<file path="src/rtl/mdbrot_pkg.sv">
// Shared types, raster/fixed-point constants and helpers for the Mandelbrot pixel dispatcher.
package mdbrot_pkg;

  typedef logic [31:0] fix_t;

  localparam int   FIX_W     = 32;
  localparam int   FRAC_BITS = 20;
  localparam int   SCREEN_W  = 160;
  localparam int   SCREEN_H  = 120;
  localparam int   ITER_W    = 8;
  localparam logic [ITER_W-1:0] MAX_ITER = 8'd255;

  localparam fix_t X_START = fix_t'(-2621440);
  localparam fix_t X_STEP  = fix_t'(22938);
  localparam fix_t Y_START = fix_t'(-1048576);
  localparam fix_t Y_STEP  = fix_t'(17476);

  typedef logic [2:0] colour_t;

  typedef enum logic [2:0] {
    ST_IDLE,
    ST_ISSUE,
    ST_WAIT,
    ST_PLOT,
    ST_DONE
  } state_t;

  // Two's complement to sign-magnitude; zero stays all-zero so there is no negative zero.
  function automatic fix_t to_sign_mag(input fix_t v);
    fix_t mag;
    mag = v[FIX_W-1] ? (~v + fix_t'(1)) : v;
    return v[FIX_W-1] ? {1'b1, mag[FIX_W-2:0]} : v;
  endfunction

  function automatic colour_t iter_colour(input logic [ITER_W-1:0] it);
    if (it == MAX_ITER)
      return 3'b000;
    else if (it[2:0] == 3'b000)
      return 3'b111;
    else
      return it[2:0];
  endfunction

endpackage

</file>
<file path="src/rtl/mdbrot_coord_gen.sv">
// Raster walker: x inner / y outer pixel counters with matching two's-complement cre/cim accumulators.
module mdbrot_coord_gen
  import mdbrot_pkg::*;
(
  input  logic       clk,
  input  logic       rst,
  input  logic       clear_i,
  input  logic       step_i,
  output logic [7:0] x_o,
  output logic [6:0] y_o,
  output fix_t       cre_o,
  output fix_t       cim_o,
  output logic       last_o
);

  logic [7:0] x_q, x_d;
  logic [6:0] y_q, y_d;
  fix_t       cre_q, cre_d;
  fix_t       cim_q, cim_d;
  logic       x_wrap;

  assign x_wrap = (x_q == 8'(SCREEN_W - 1));
  assign last_o = x_wrap && (y_q == 7'(SCREEN_H - 1));

  always_comb begin
    // NOTE: every next-state signal gets its hold value first, so no path leaves one unassigned and no latch is inferred.
    x_d   = x_q;
    y_d   = y_q;
    cre_d = cre_q;
    cim_d = cim_q;
    if (clear_i || (step_i && last_o)) begin
      x_d   = '0;
      y_d   = '0;
      cre_d = X_START;
      cim_d = Y_START;
    end else if (step_i) begin
      if (x_wrap) begin
        x_d   = '0;
        y_d   = y_q + 7'd1;
        cre_d = X_START;
        cim_d = cim_q + Y_STEP;
      end else begin
        x_d   = x_q + 8'd1;
        cre_d = cre_q + X_STEP;
      end
    end
  end

  // NOTE: sequential state uses non-blocking assignments so every register samples pre-edge values.
  always_ff @(posedge clk or posedge rst) begin
    if (rst) begin
      x_q   <= '0;
      y_q   <= '0;
      cre_q <= X_START;
      cim_q <= Y_START;
    end else begin
      x_q   <= x_d;
      y_q   <= y_d;
      cre_q <= cre_d;
      cim_q <= cim_d;
    end
  end

  assign x_o   = x_q;
  assign y_o   = y_q;
  assign cre_o = cre_q;
  assign cim_o = cim_q;

endmodule

</file>
<file path="src/rtl/mdbrot_pixel_dispatcher.sv">
// Frame FSM: one request per pixel to the iteration core, colour mapping, VGA plot strobe.
// Optional per-frame statistics ports are enabled by defining MDBROT_DISPATCH_STATS_EN.
module mdbrot_pixel_dispatcher
  import mdbrot_pkg::*;
(
  input  logic              clk,
  input  logic              rst,
  input  logic              start,
  output logic              busy,
  output logic              done,
  output logic              req_valid,
  input  logic              req_ready,
  output logic [FIX_W-1:0]  req_cre,
  output logic [FIX_W-1:0]  req_cim,
  input  logic              rsp_valid,
  output logic              rsp_ready,
  input  logic [ITER_W-1:0] rsp_iter,
  output logic [7:0]        vga_x,
  output logic [6:0]        vga_y,
  output logic [2:0]        vga_colour,
  output logic              vga_plot
`ifdef MDBROT_DISPATCH_STATS_EN
  ,
  output logic [14:0]       stat_inside,
  output logic [31:0]       stat_cycles
`endif
);

  state_t     state_q;
  logic       busy_q, done_q, req_valid_q, rsp_ready_q, plot_q;
  logic [7:0] vga_x_q;
  logic [6:0] vga_y_q;
  colour_t    colour_q;

  logic       clear, step, last;
  logic [7:0] cur_x;
  logic [6:0] cur_y;
  fix_t       cur_cre, cur_cim;

  assign clear = (state_q == ST_IDLE) && start;
  assign step  = (state_q == ST_PLOT);

  mdbrot_coord_gen u_coord (
    .clk     (clk),
    .rst     (rst),
    .clear_i (clear),
    .step_i  (step),
    .x_o     (cur_x),
    .y_o     (cur_y),
    .cre_o   (cur_cre),
    .cim_o   (cur_cim),
    .last_o  (last)
  );

  always_ff @(posedge clk or posedge rst) begin
    if (rst) begin
      state_q     <= ST_IDLE;
      busy_q      <= 1'b0;
      done_q      <= 1'b0;
      req_valid_q <= 1'b0;
      rsp_ready_q <= 1'b0;
      plot_q      <= 1'b0;
      vga_x_q     <= '0;
      vga_y_q     <= '0;
      colour_q    <= '0;
    end else begin
      case (state_q)
        ST_IDLE: if (start) begin
          state_q     <= ST_ISSUE;
          busy_q      <= 1'b1;
          req_valid_q <= 1'b1;
        end
        ST_ISSUE: if (req_ready) begin
          state_q     <= ST_WAIT;
          req_valid_q <= 1'b0;
          rsp_ready_q <= 1'b1;
        end
        ST_WAIT: if (rsp_valid) begin
          state_q     <= ST_PLOT;
          rsp_ready_q <= 1'b0;
          plot_q      <= 1'b1;
          vga_x_q     <= cur_x;
          vga_y_q     <= cur_y;
          colour_q    <= iter_colour(rsp_iter);
        end
        ST_PLOT: begin
          plot_q <= 1'b0;
          if (last) begin
            state_q <= ST_DONE;
            done_q  <= 1'b1;
          end else begin
            state_q     <= ST_ISSUE;
            req_valid_q <= 1'b1;
          end
        end
        ST_DONE: begin
          state_q <= ST_IDLE;
          done_q  <= 1'b0;
          busy_q  <= 1'b0;
        end
        default: state_q <= ST_IDLE;
      endcase
    end
  end

  // Coordinates only leave the block while a request is offered; otherwise the bus reads zero.
  assign req_cre    = req_valid_q ? to_sign_mag(cur_cre) : '0;
  assign req_cim    = req_valid_q ? to_sign_mag(cur_cim) : '0;
  assign busy       = busy_q;
  assign done       = done_q;
  assign req_valid  = req_valid_q;
  assign rsp_ready  = rsp_ready_q;
  assign vga_x      = vga_x_q;
  assign vga_y      = vga_y_q;
  assign vga_colour = colour_q;
  assign vga_plot   = plot_q;

`ifdef MDBROT_DISPATCH_STATS_EN
  logic [14:0] inside_q;
  logic [31:0] cycles_q;

  // Cycle count covers ISSUE/WAIT/PLOT, i.e. every edge from accepted start up to the one raising done.
  always_ff @(posedge clk or posedge rst) begin
    if (rst) begin
      inside_q <= '0;
      cycles_q <= '0;
    end else if (clear) begin
      inside_q <= '0;
      cycles_q <= '0;
    end else begin
      if ((state_q == ST_WAIT) && rsp_valid && (rsp_iter == MAX_ITER))
        inside_q <= inside_q + 15'd1;
      if ((state_q == ST_ISSUE) || (state_q == ST_WAIT) || (state_q == ST_PLOT))
        cycles_q <= cycles_q + 32'd1;
    end
  end

  assign stat_inside = inside_q;
  assign stat_cycles = cycles_q;
`endif

endmodule

</file>
<file path="config.mk">
export PLATFORM = sky130hd
export DESIGN_NAME = mdbrot_pixel_dispatcher
export DESIGN_NICKNAME = d
export VERILOG_FILES = /design/src/rtl/mdbrot_pkg.sv /design/src/rtl/mdbrot_coord_gen.sv /design/src/rtl/mdbrot_pixel_dispatcher.sv
export SDC_FILE = /design/constraint.sdc
export NUM_CORES = 1
export LEC_CHECK = 0
export ABC_CLOCK_PERIOD_IN_PS = 3040
export BUFFER_PORTS_ARGS = -buffer_cell sky130_fd_sc_hd__buf_2
export CAP_MARGIN = 20
export CORE_UTILIZATION = 56
export DETAILED_ROUTE_END_ITERATION = 7
export GPL_TIMING_DRIVEN = 0
export PLACE_DENSITY = 0.78
export SYNTH_ARGS = -nofsm -noshare
export SYNTH_HDL_FRONTEND = slang
export SYNTH_HIERARCHICAL = 1
export SYNTH_SLANG_ARGS = --single-unit
</file>
<file path="constraint.sdc">
create_clock -name clk -period 3.04 [get_ports clk]
set_input_delay 0.456 -clock clk [delete_from_list [all_inputs] [get_ports clk]]
set_output_delay 0.456 -clock clk [all_outputs]
set_load 0.05 [all_outputs]
</file>
==> metrics, run 1 <==
fin area=0.00866 sq mm; synthesized area=0.00704 sq mm; combinational share of power=about three fifths; Final Non-Filler Cells=around 1.1k; Syn Inst Count=833; outcome=finished with violations; FF+latch count, synth=~100; initial antenna violation count=0; final worst slack=-91.9 ps; failing checks=setup timing; 1st-iter DRT viols=slightly above 500; post-route clock period utilization=103%; peak supply drop=1.16 mV; Finished Core Util=between 70 and 80%; DIE AREA=roughly 0.013 sq mm; Hold Worst Slack=around 420 ps; area delta synth->final=23.0%; Die W=about 110 um; critical path arrival=2680 ps; P_sw=approximately 4.5 mW; Worst Path Max Fanout=3; Reg power frac=25.7%; type of the worst min-delay path=in -> reg; first-pass GRT wire length=~31000 um; switch share=~54%; GRT Overall Usage=a little over 30%; leak pwr=roughly 4.0 nW; clock buffer depth=2; Detail Placement HPWL=around 13000 um; Root Buffer=clkbuf_16; startpoint types=register; CTS sink count=between 100 and 150; fraction of layout cells with a size suffix above 1=between 20% and 30%; via count=6800; Vias/cell=around 6; Clk Latency, worst-skew pair=350 ps; Pins Over Slew Limit=0; Crit. End Element=output pin; ANT cells=0; fill count=just under 1k; Clk pwr share=between 10% and 20%; post-synth top area share=27.7%; WS Path Type=reg -> out; Post-Place Cells=1100; Remaining DRCs=0; fin crit period=3130 ps; TritonCTS clock tree=built; Seq/Total Area, Yosys=a little under two fifths; internal power=roughly 3.8 mW; largest area contributor in the netlist=dfrtp_1; Final #Nets=just under 1k; final hold violations=0; chip height=114 um; main area contributors after synthesis=dfrtp_1, dfstp_2, nand2_1, xnor2_1, xor2_1; Primary FF master, synth=dfrtp_1; Final setup viols=1; io pins=100; Synth Warn #=6; core region area=approximately 0.012 sq mm; port bufs=between 90 and 100; Site Rows=40; WP data required=~2600 ps; vias in the first global route=6226; WL final=19200 um; H-tree levels=3; largest net degree at the start of global routing=70; Initial Util=58.1%; unrepaired setup endpoints after global routing=yes; Placed Instance Area=0.00782 sq mm; asr flop ratio synth=between 90% and 100%; Max Fclk=between 300 and 400 MHz; slew margin rel.=37.4%; PD cells=between 900 and 1000 mW/mm^2; Worst Max-Slew Pin Slew=between 900 and 1000 ps; gr ovfl total=0; Final Skew=roughly 8.0 ps; average cell area after synthesis=about 8.5 sq um; gpl congestion=0.872; antenna-violating nets left=0; Max Cap Viol=0; TritonRoute pass-1 iters=6; Clock transition at path regs=around 70 ps; drt wl/cell=about 17 um; Num CTS Buffers=9; unique cell type count in the Yosys netlist=66; Post-synth EDFFs=0
-- final timing paths --
kind | from | endpoint | slack [ps] | cells after the start
worst max-delay path | u_coord/cim_o[13] | req_cim[21] | -90 | 5
worst max register to register | state_q[0] | u_coord/cre_o[30] | 430 | 9
worst min register to register | vga_y[2] | vga_y[2] | 470 | 2
worst min-delay path | start | busy | 420 | 3
min in group asynchronous | rst | u_coord/cre_o[8] | 560 | 3
max in group asynchronous | rst | u_coord/cre_o[31] | 1890 | 4
-- cells by family (layout without fill, tap and decap cells) --
logic type               after synthesis  after routing  share of synthesized area (%)
AO/OA/AOI/OAI                        144            144                           14.0
flip-flops                           102            102                           36.7
adder cells (fa/ha/maj)                6              6                           1.07
buffers and inverters                 66            209                           4.05
XOR/XNOR                              81             81                           10.1
other                                  1              3                         0.0533
AND/OR/NAND/NOR                      406            406                           30.3
multiplexers                          27             27                           3.84
-- synthesized netlist by cell type (6+ instances only) --
| master | n |
|---|---|
| or4_1 | 11 |
| ha_1 | 6 |
| xnor2_1 | 45 |
| nor3_1 | 21 |
| nor2_1 | 62 |
| nand4_1 | 24 |
| a31oi_1 | 18 |
| nand3_1 | 19 |
| buf_2 | 14 |
| dfstp_2 | 24 |
| xor2_1 | 36 |
| o31ai_1 | 11 |
| and2_1 | 33 |
| dfrtp_1 | 78 |
| and3_1 | 9 |
| o41ai_1 | 9 |
| nand2b_1 | 26 |
| nor2b_1 | 6 |
| and4_1 | 7 |
| clkbuf_1 | 31 |
| a21oi_1 | 28 |
| or3_1 | 20 |
| inv_1 | 13 |
| mux2i_1 | 27 |
| o21ai_0 | 32 |
| nor4_1 | 15 |
| or2_2 | 6 |
| nand2_1 | 123 |
-- stage by stage --
step / total power, mW / setup slack, ps / TNS, ps
floorplan: 5.61 / 38.3 / 0
global placement: 6.62 / -277 / -16160
detailed placement: 6.68 / -288 / -2220
CTS: 8.06 / -73.0 / -113
global route: 8.78 / -139 / -301
finish: 8.33 / -91.9 / -91.9
-- power groups by stage --
stage          Combinational (mW)  Sequential (mW)  Clock (mW)
2_1_floorplan                3.31             2.30           0
3_3_place_gp                 4.45             2.16           0
3_5_place_dp                 4.51             2.17           0
4_1_cts                      4.82             2.13        1.11
5_1_grt                      5.42             2.19        1.17
6_report                     5.09             2.14        1.10
-- sequential cells by signal, indices dropped and copies added (netlist names) --
name / count
vga_plot: 1
rsp_ready: 1
vga_x: 8
u_coord/cre_o: 31
u_coord/x_o: 8
u_coord/cim_o: 30
done: 1
vga_y: 7
vga_colour: 3
busy: 1
req_valid: 1
u_coord/y_o: 7
state_q: 3
-- cell usage in the layout, fill, tap and decap left out, types with 7 or more instances in the layout --
cell,instances
a21oi_1,28
a31oi_1,18
and2_1,33
and3_1,9
and4_1,7
buf_2,92
buf_4,48
clkbuf_1,23
clkbuf_16,9
clkbuf_4,7
dfrtp_1,60
dfrtp_2,18
dfstp_2,24
inv_1,12
mux2i_1,15
mux2i_2,12
nand2_1,123
nand2b_1,26
nand3_1,19
nand4_1,24
nor2_1,61
nor3_1,19
nor4_1,12
o21ai_0,32
o31ai_1,10
or3_1,18
or4_4,8
xnor2_1,45
xor2_1,36
-- what timing repair did --
action	4_1_cts	5_1_grt
hold endpoints to repair	7	0
pin swaps	7	8
gates resized for setup	49	38
cloned	0	1
hold buffers	1	0
setup endpoints to repair	40	37
setup buffers	15	19
-- routing by layer --
| metal | global-route usage, % | vias to the layer above | part of all wire, % |
|---|---|---|---|
| li1 | - | 3238 | - |
| met3 | 4.82 | 36 | 6.2 |
| met5 | 0 | - | 0 |
| met2 | 48.9 | 265 | 47 |
| met1 | 41.6 | 3261 | 44 |
| met4 | 9.52 | 0 | 2.0 |
-- worst max-delay path: stages, from the launching register on --
cell	delay, ps
dfrtp_2	430
or4_4	530
or4_4	520
or4_4	510
o2111ai_4	130
buf_6	190
-- final cells by class --
| cell class | instances | area, sq um | share of cell area (%) |
|---|---|---|---|
| timing repair buffer | 134 | 866 | 10.0 |
| sequential | 102 | 2610 | 30.1 |
| buffer | 46 | 218 | 2.51 |
| inverter | 13 | 51.3 | 0.592 |
| clock inverter | 6 | 47.5 | 0.549 |
| clock buffer | 10 | 229 | 2.64 |
| tap | 168 | 210 | 2.43 |
| multi-input combinational | 667 | 4430 | 51.2 |
Power figures use the tool's default switching activity.
==> inputs of run 2 (changes only) <==
--- a/config.mk
+++ b/config.mk
@@ -8,10 +8,10 @@
 export ABC_CLOCK_PERIOD_IN_PS = 3040
 export BUFFER_PORTS_ARGS = -buffer_cell sky130_fd_sc_hd__buf_2
 export CAP_MARGIN = 20
-export CORE_UTILIZATION = 56
+export CORE_UTILIZATION = 59
 export DETAILED_ROUTE_END_ITERATION = 7
 export GPL_TIMING_DRIVEN = 0
-export PLACE_DENSITY = 0.78
+export PLACE_DENSITY = 0.82
 export SYNTH_ARGS = -nofsm -noshare
 export SYNTH_HDL_FRONTEND = slang
 export SYNTH_HIERARCHICAL = 1
==> metrics, run 2 (synthesized netlist as in run 1, its figures left out) <==
outcome=finished with violations; failing checks=DRC, setup timing; largest net degree at the start of global routing=72; WP data required=around 2600 ps; Placed Instance Area=around 0.0078 sq mm; grt met3 use=~5.9%; grt met1 use=42.5%; clock buffer depth=2; Final Skew=~9.6 ps; core region area=0.0115 sq mm; port bufs=96; Vias/cell=~6.1; DIE AREA=between 0.01 and 0.015 sq mm; startpoint types=register; fin area=approximately 0.0086 sq mm; 1st-iter DRT viols=a little over 600; drt wl/cell=17.3 um; Clock transition at path regs=approximately 70 ps; Pins Over Slew Limit=0; Final setup viols=1; leak pwr=3.94 nW; Crit. End Element=output pin; PD cells=just under 1000 mW/mm^2; H-tree levels=3; Max Cap Viol=0; Seq. cell area=~0.0026 sq mm; final hold violations=0; first-pass GRT wire length=between 30000 and 40000 um; Final #Nets=about 990; antenna-violating nets left=0; GRT Overall Usage=a little under a third; Multi-input gate area=0.00447 sq mm; initial antenna violation count=0; fraction of layout cells with a size suffix above 1=between 20% and 30%; Worst Path Max Fanout=4; Detail Placement HPWL=12800 um; via count=~6.8k; TritonRoute pass-1 iters=7; gpl congestion=0.917; gr busiest metal=met2; CTS sink count=between 100 and 150; max FFs per register=31; Remaining DRCs=12; Worst Max-Slew Pin Slew=947 ps; TritonCTS clock tree=built; post-route clock period utilization=102%; slew margin rel.=36.8%; vias in the first global route=~6.2k; area delta synth->final=22.4%; Finished Core Util=around three quarters; fin crit period=3090 ps; Num CTS Buffers=9; Site Rows=39; unrepaired setup endpoints after global routing=yes; Initial Util=about three fifths; Root Buffer=clkbuf_16; Place WS=-224 ps; final worst slack=-54.5 ps; io pins=100; Hold Worst Slack=between 400 and 500 ps; Die W=around 110 um; peak supply drop=between 0.8 and 0.9 mV; most frequent cells in the layout=nand2_1, buf_2, nor2_1; Clk Latency, worst-skew pair=approximately 350 ps; critical path arrival=about 2600 ps; commonest non-fill, non-tap cell in the layout=nand2_1; gr ovfl total=0; chip height=between 100 and 150 um; ANT cells=0; WL final=19300 um; fill count=around 850; WS Path Type=reg -> out; M2 GR Usage=about half; Max Fclk=approximately 320 MHz; type of the worst min-delay path=in -> reg
## run 2: changes by cell type in the layout (fill, tap and decap cells not counted), sizes merged
cell / before / now
buf: 148 / 138
clkbuf: 41 / 42
clkinv: 3 / 2
clkinvlp: 1 / 2
inv: 15 / 16
or3b: 2 / 3
## run 2: final timing paths
check	from	endpoint	slack (ps)	depth (start not counted)
worst max-delay path	u_coord/cim_o[6]	req_cim[21]	-50	5
worst min-delay path	rsp_iter[2]	vga_colour[2]	460	3
worst max register to register	state_q[0]	u_coord/cre_o[27]	540	9
worst min register to register	vga_x[4]	vga_x[4]	470	2
max in group asynchronous	rst	vga_y[1]	1550	3
min in group asynchronous	rst	u_coord/x_o[3]	540	3
## run 2: through the flow
stage | power, mW | cells | TNS, ps
floorplan | 5.61 | 835 | 0
global placement | 6.61 | 1074 | -13130
detailed placement | 6.68 | 1075 | -1780
CTS | 7.99 | 1098 | -533
global route | 8.81 | 1114 | -304
finish | 8.38 | 1114 | -54.5
## run 2: critical path, stage by stage, from the launching register on
cell,delay (ps)
dfrtp_2,420
or4_4,550
or4_4,560
or4_4,450
o2111ai_4,120
buf_6,190
## run 2: where the power goes
group | total (mW) | internal (mW) | switching, mW | leakage (nW)
clock network | 1.11 | 0.566 | 0.545 | 0.132
registers | 2.17 | 1.67 | 0.507 | 1.26
logic | 5.10 | 1.60 | 3.49 | 2.55
## run 2: repair_timing
item | CTS | global route
buffers inserted | 9 | 17
hold buffers | 1 | 0
endpoints found under the setup margin | 43 | 39
gates resized for setup | 40 | 66
pin swaps | 5 | 8
cloned | 0 | 1
endpoints found under the hold margin | 5 | 0
## run 2: final cells by class
type | instances | area share [%]
Clock buffer | 9 | 2.61
Sequential cell | 102 | 30.2
Multi-Input combinational cell | 668 | 51.8
Timing Repair Buffer | 124 | 9.34
Clock inverter | 7 | 0.653
Tap cell | 143 | 2.08
Buffer | 48 | 2.66
Inverter | 13 | 0.595
## run 2: layer usage
layer / wire, um / up-vias
met5: 0 / -
met2: 9290 / 315
met3: 1330 / 30
met4: 286 / 0
li1: - / 3222
met1: 8340 / 3258
==> inputs of run 3 (changes only) <==
--- a/config.mk
+++ b/config.mk
@@ -5,12 +5,14 @@
 export SDC_FILE = /design/constraint.sdc
 export NUM_CORES = 1
 export LEC_CHECK = 0
+export ABC_AREA = 1
 export ABC_CLOCK_PERIOD_IN_PS = 3040
 export BUFFER_PORTS_ARGS = -buffer_cell sky130_fd_sc_hd__buf_2
 export CAP_MARGIN = 20
-export CORE_UTILIZATION = 59
+export CORE_UTILIZATION = 60
 export DETAILED_ROUTE_END_ITERATION = 7
 export GPL_TIMING_DRIVEN = 0
+export HOLD_SLACK_MARGIN = 0.08
 export PLACE_DENSITY = 0.82
 export SYNTH_ARGS = -nofsm -noshare
 export SYNTH_HDL_FRONTEND = slang
==> metrics, run 3 <==
outcome=finished, final reports clean; Seq. cell area=approximately 0.0026 sq mm; area delta synth->final=12.8%; post-cts resize count=0; Seq/Total Area, Yosys=a little over 30%; final hold violations=0; largest area contributor in the netlist=dfrtp_1; Remaining DRCs=0; TritonRoute pass-1 iters=5; fin crit period=around 2800 ps; Design Power=~11 mW; most frequent cells in the layout=nand2_1, nor2_1, inv_1; type of the worst min-delay path=in -> async; post-CTS setup buffer count=0; FF+latch count, synth=between 100 and 150; leak pwr=5.15 nW; unique cell type count in the Yosys netlist=43; Syn Inst Count=approximately 1.4k; port bufs=97; main area contributors after synthesis=dfrtp_1, nand2_1, nor2_1, dfstp_2, inv_1; peak supply drop=approximately 0.52 mV; critical path arrival=around 2300 ps; Die W=120 um; Max Fclk=roughly 360 MHz; asr flop ratio synth=100%; core region area=around 0.013 sq mm; Root Buffer=clkbuf_16; H-tree levels=3; Final setup viols=0; slew margin rel.=54.7%; max FFs per register=31; GRT Overall Usage=between 30% and 40%; Final Skew=roughly 8.0 ps; WS Path Type=reg -> out; clock buffer depth=2; Worst Max-Slew Pin Slew=680 ps; Vias/cell=5.61; antenna-violating nets left=0; Post-synth EDFFs=0; WP data required=approximately 2600 ps; Clk Latency, worst-skew pair=roughly 360 ps; PD cells=1130 mW/mm^2; Hold Buf Count CTS=0; Final #Nets=roughly 1.5k; synthesized area=0.00830 sq mm; Commonest cells post-synth=nand2_1, nor2_1, inv_1; CTS sink count=slightly above 100; Clock transition at path regs=70 ps; Crit. End Element=output pin; io pins=100; gr ovfl total=0; unrepaired setup endpoints after global routing=no; fill count=roughly 1.2k; chip height=around 120 um; Multi-input gate area=about 0.0048 sq mm; Num CTS Buffers=9; average cell area after synthesis=6.14 sq um; largest net degree at the start of global routing=roughly 40; startpoint types=register; post-synth top area share=a little under a quarter; count leader, synth=nand2_1; initial antenna violation count=0; Final Non-Filler Cells=approximately 1.6k; commonest non-fill, non-tap cell in the layout=nand2_1; ANT cells=0; Post-Place Cells=approximately 1.6k; TritonCTS clock tree=built; DIE AREA=around 0.014 sq mm; fraction of layout cells with a size suffix above 1=between 10% and 20%; Pins Over Slew Limit=0; Synth Warn #=6; Primary FF master, synth=dfrtp_1; Placed Instance Area=around 0.009 sq mm; setup TNS=0 ps; Detail Placement HPWL=about 18000 um; fin area=between 0.009 and 0.01 sq mm; via count=approximately 9.2k; Site Rows=42; post-route clock period utilization=91.2%; drt wl/cell=14.3 um; gpl congestion=1.00; Initial Util=62.1%; Worst Path Max Fanout=10; WL final=between 20000 and 25000 um; vias in the first global route=between 8k and 9k; Max Cap Viol=0; first-pass GRT wire length=~39000 um; 1st-iter DRT viols=753
==> run 3: cells by family after synthesis <==
kind of cell / share of synthesized area [%]
xor gates and xnor gates: 1.79
buffers and inverters: 10.7
adders and majority gates: 0.905
other: 0.0452
AOI/OAI and AO/OA: 10.9
DFF: 31.1
and+or+nand+nor: 44.5
==> run 3: final timing paths <==
| path | from | to | slack [ps] | depth (start not counted) |
|---|---|---|---|---|
| min reg2reg | vga_x[4] | vga_x[4] | 470 | 2 |
| max | req_valid | req_cim[9] | 270 | 5 |
| max in group asynchronous | rst | u_coord/cim_o[30] | 2240 | 3 |
| max reg2reg | state_q[0] | u_coord/y_o[0] | 410 | 8 |
| min in group clk | start | busy | 350 | 3 |
| min | rst | u_coord/x_o[1] | 140 | 2 |
==> run 3: routing by layer <==
layer,vias to the layer above,part of all wire (%),global-route usage (%)
met5,-,0,0
met4,0,4.0,17.7
met3,68,5.3,3.56
met2,365,48,57.0
met1,4216,42,43.7
li1,4572,-,-
==> run 3: worst max-delay path, cell delays in order (launching register included) <==
cell      delay (ps)
dfrtp_1          350
clkbuf_1         390
clkbuf_1         440
o21ai_0          170
a21oi_1          270
buf_2            320
==> run 3: where the power goes <==
part / switching [mW] / total [mW] / internal [mW]
Combinational: 4.99 / 6.67 / 1.68
Sequential: 0.771 / 2.63 / 1.86
Clock: 0.557 / 1.23 / 0.672
Total: 6.32 / 10.5 / 4.21
==> run 3: cell type report <==
type	instances	area share, %
repair buffers	99	5.56
clock buffers	11	2.59
flip-flops and latches	102	27.6
inverters	173	6.99
well taps	176	2.35
multi-input cells	1042	51.6
clock inverters	5	0.722
plain buffers	37	2.55
==> run 3: metrics by stage <==
stage                     worst slack [ps]  utilization (%)  hold slack (ps)
after CTS                              297             70.0              152
after global routing                   140             70.1              172
final                                  266             70.1              137
after floorplan                        406                -              464
after detailed placement               531             67.7              453
after global placement                -340             67.5              450
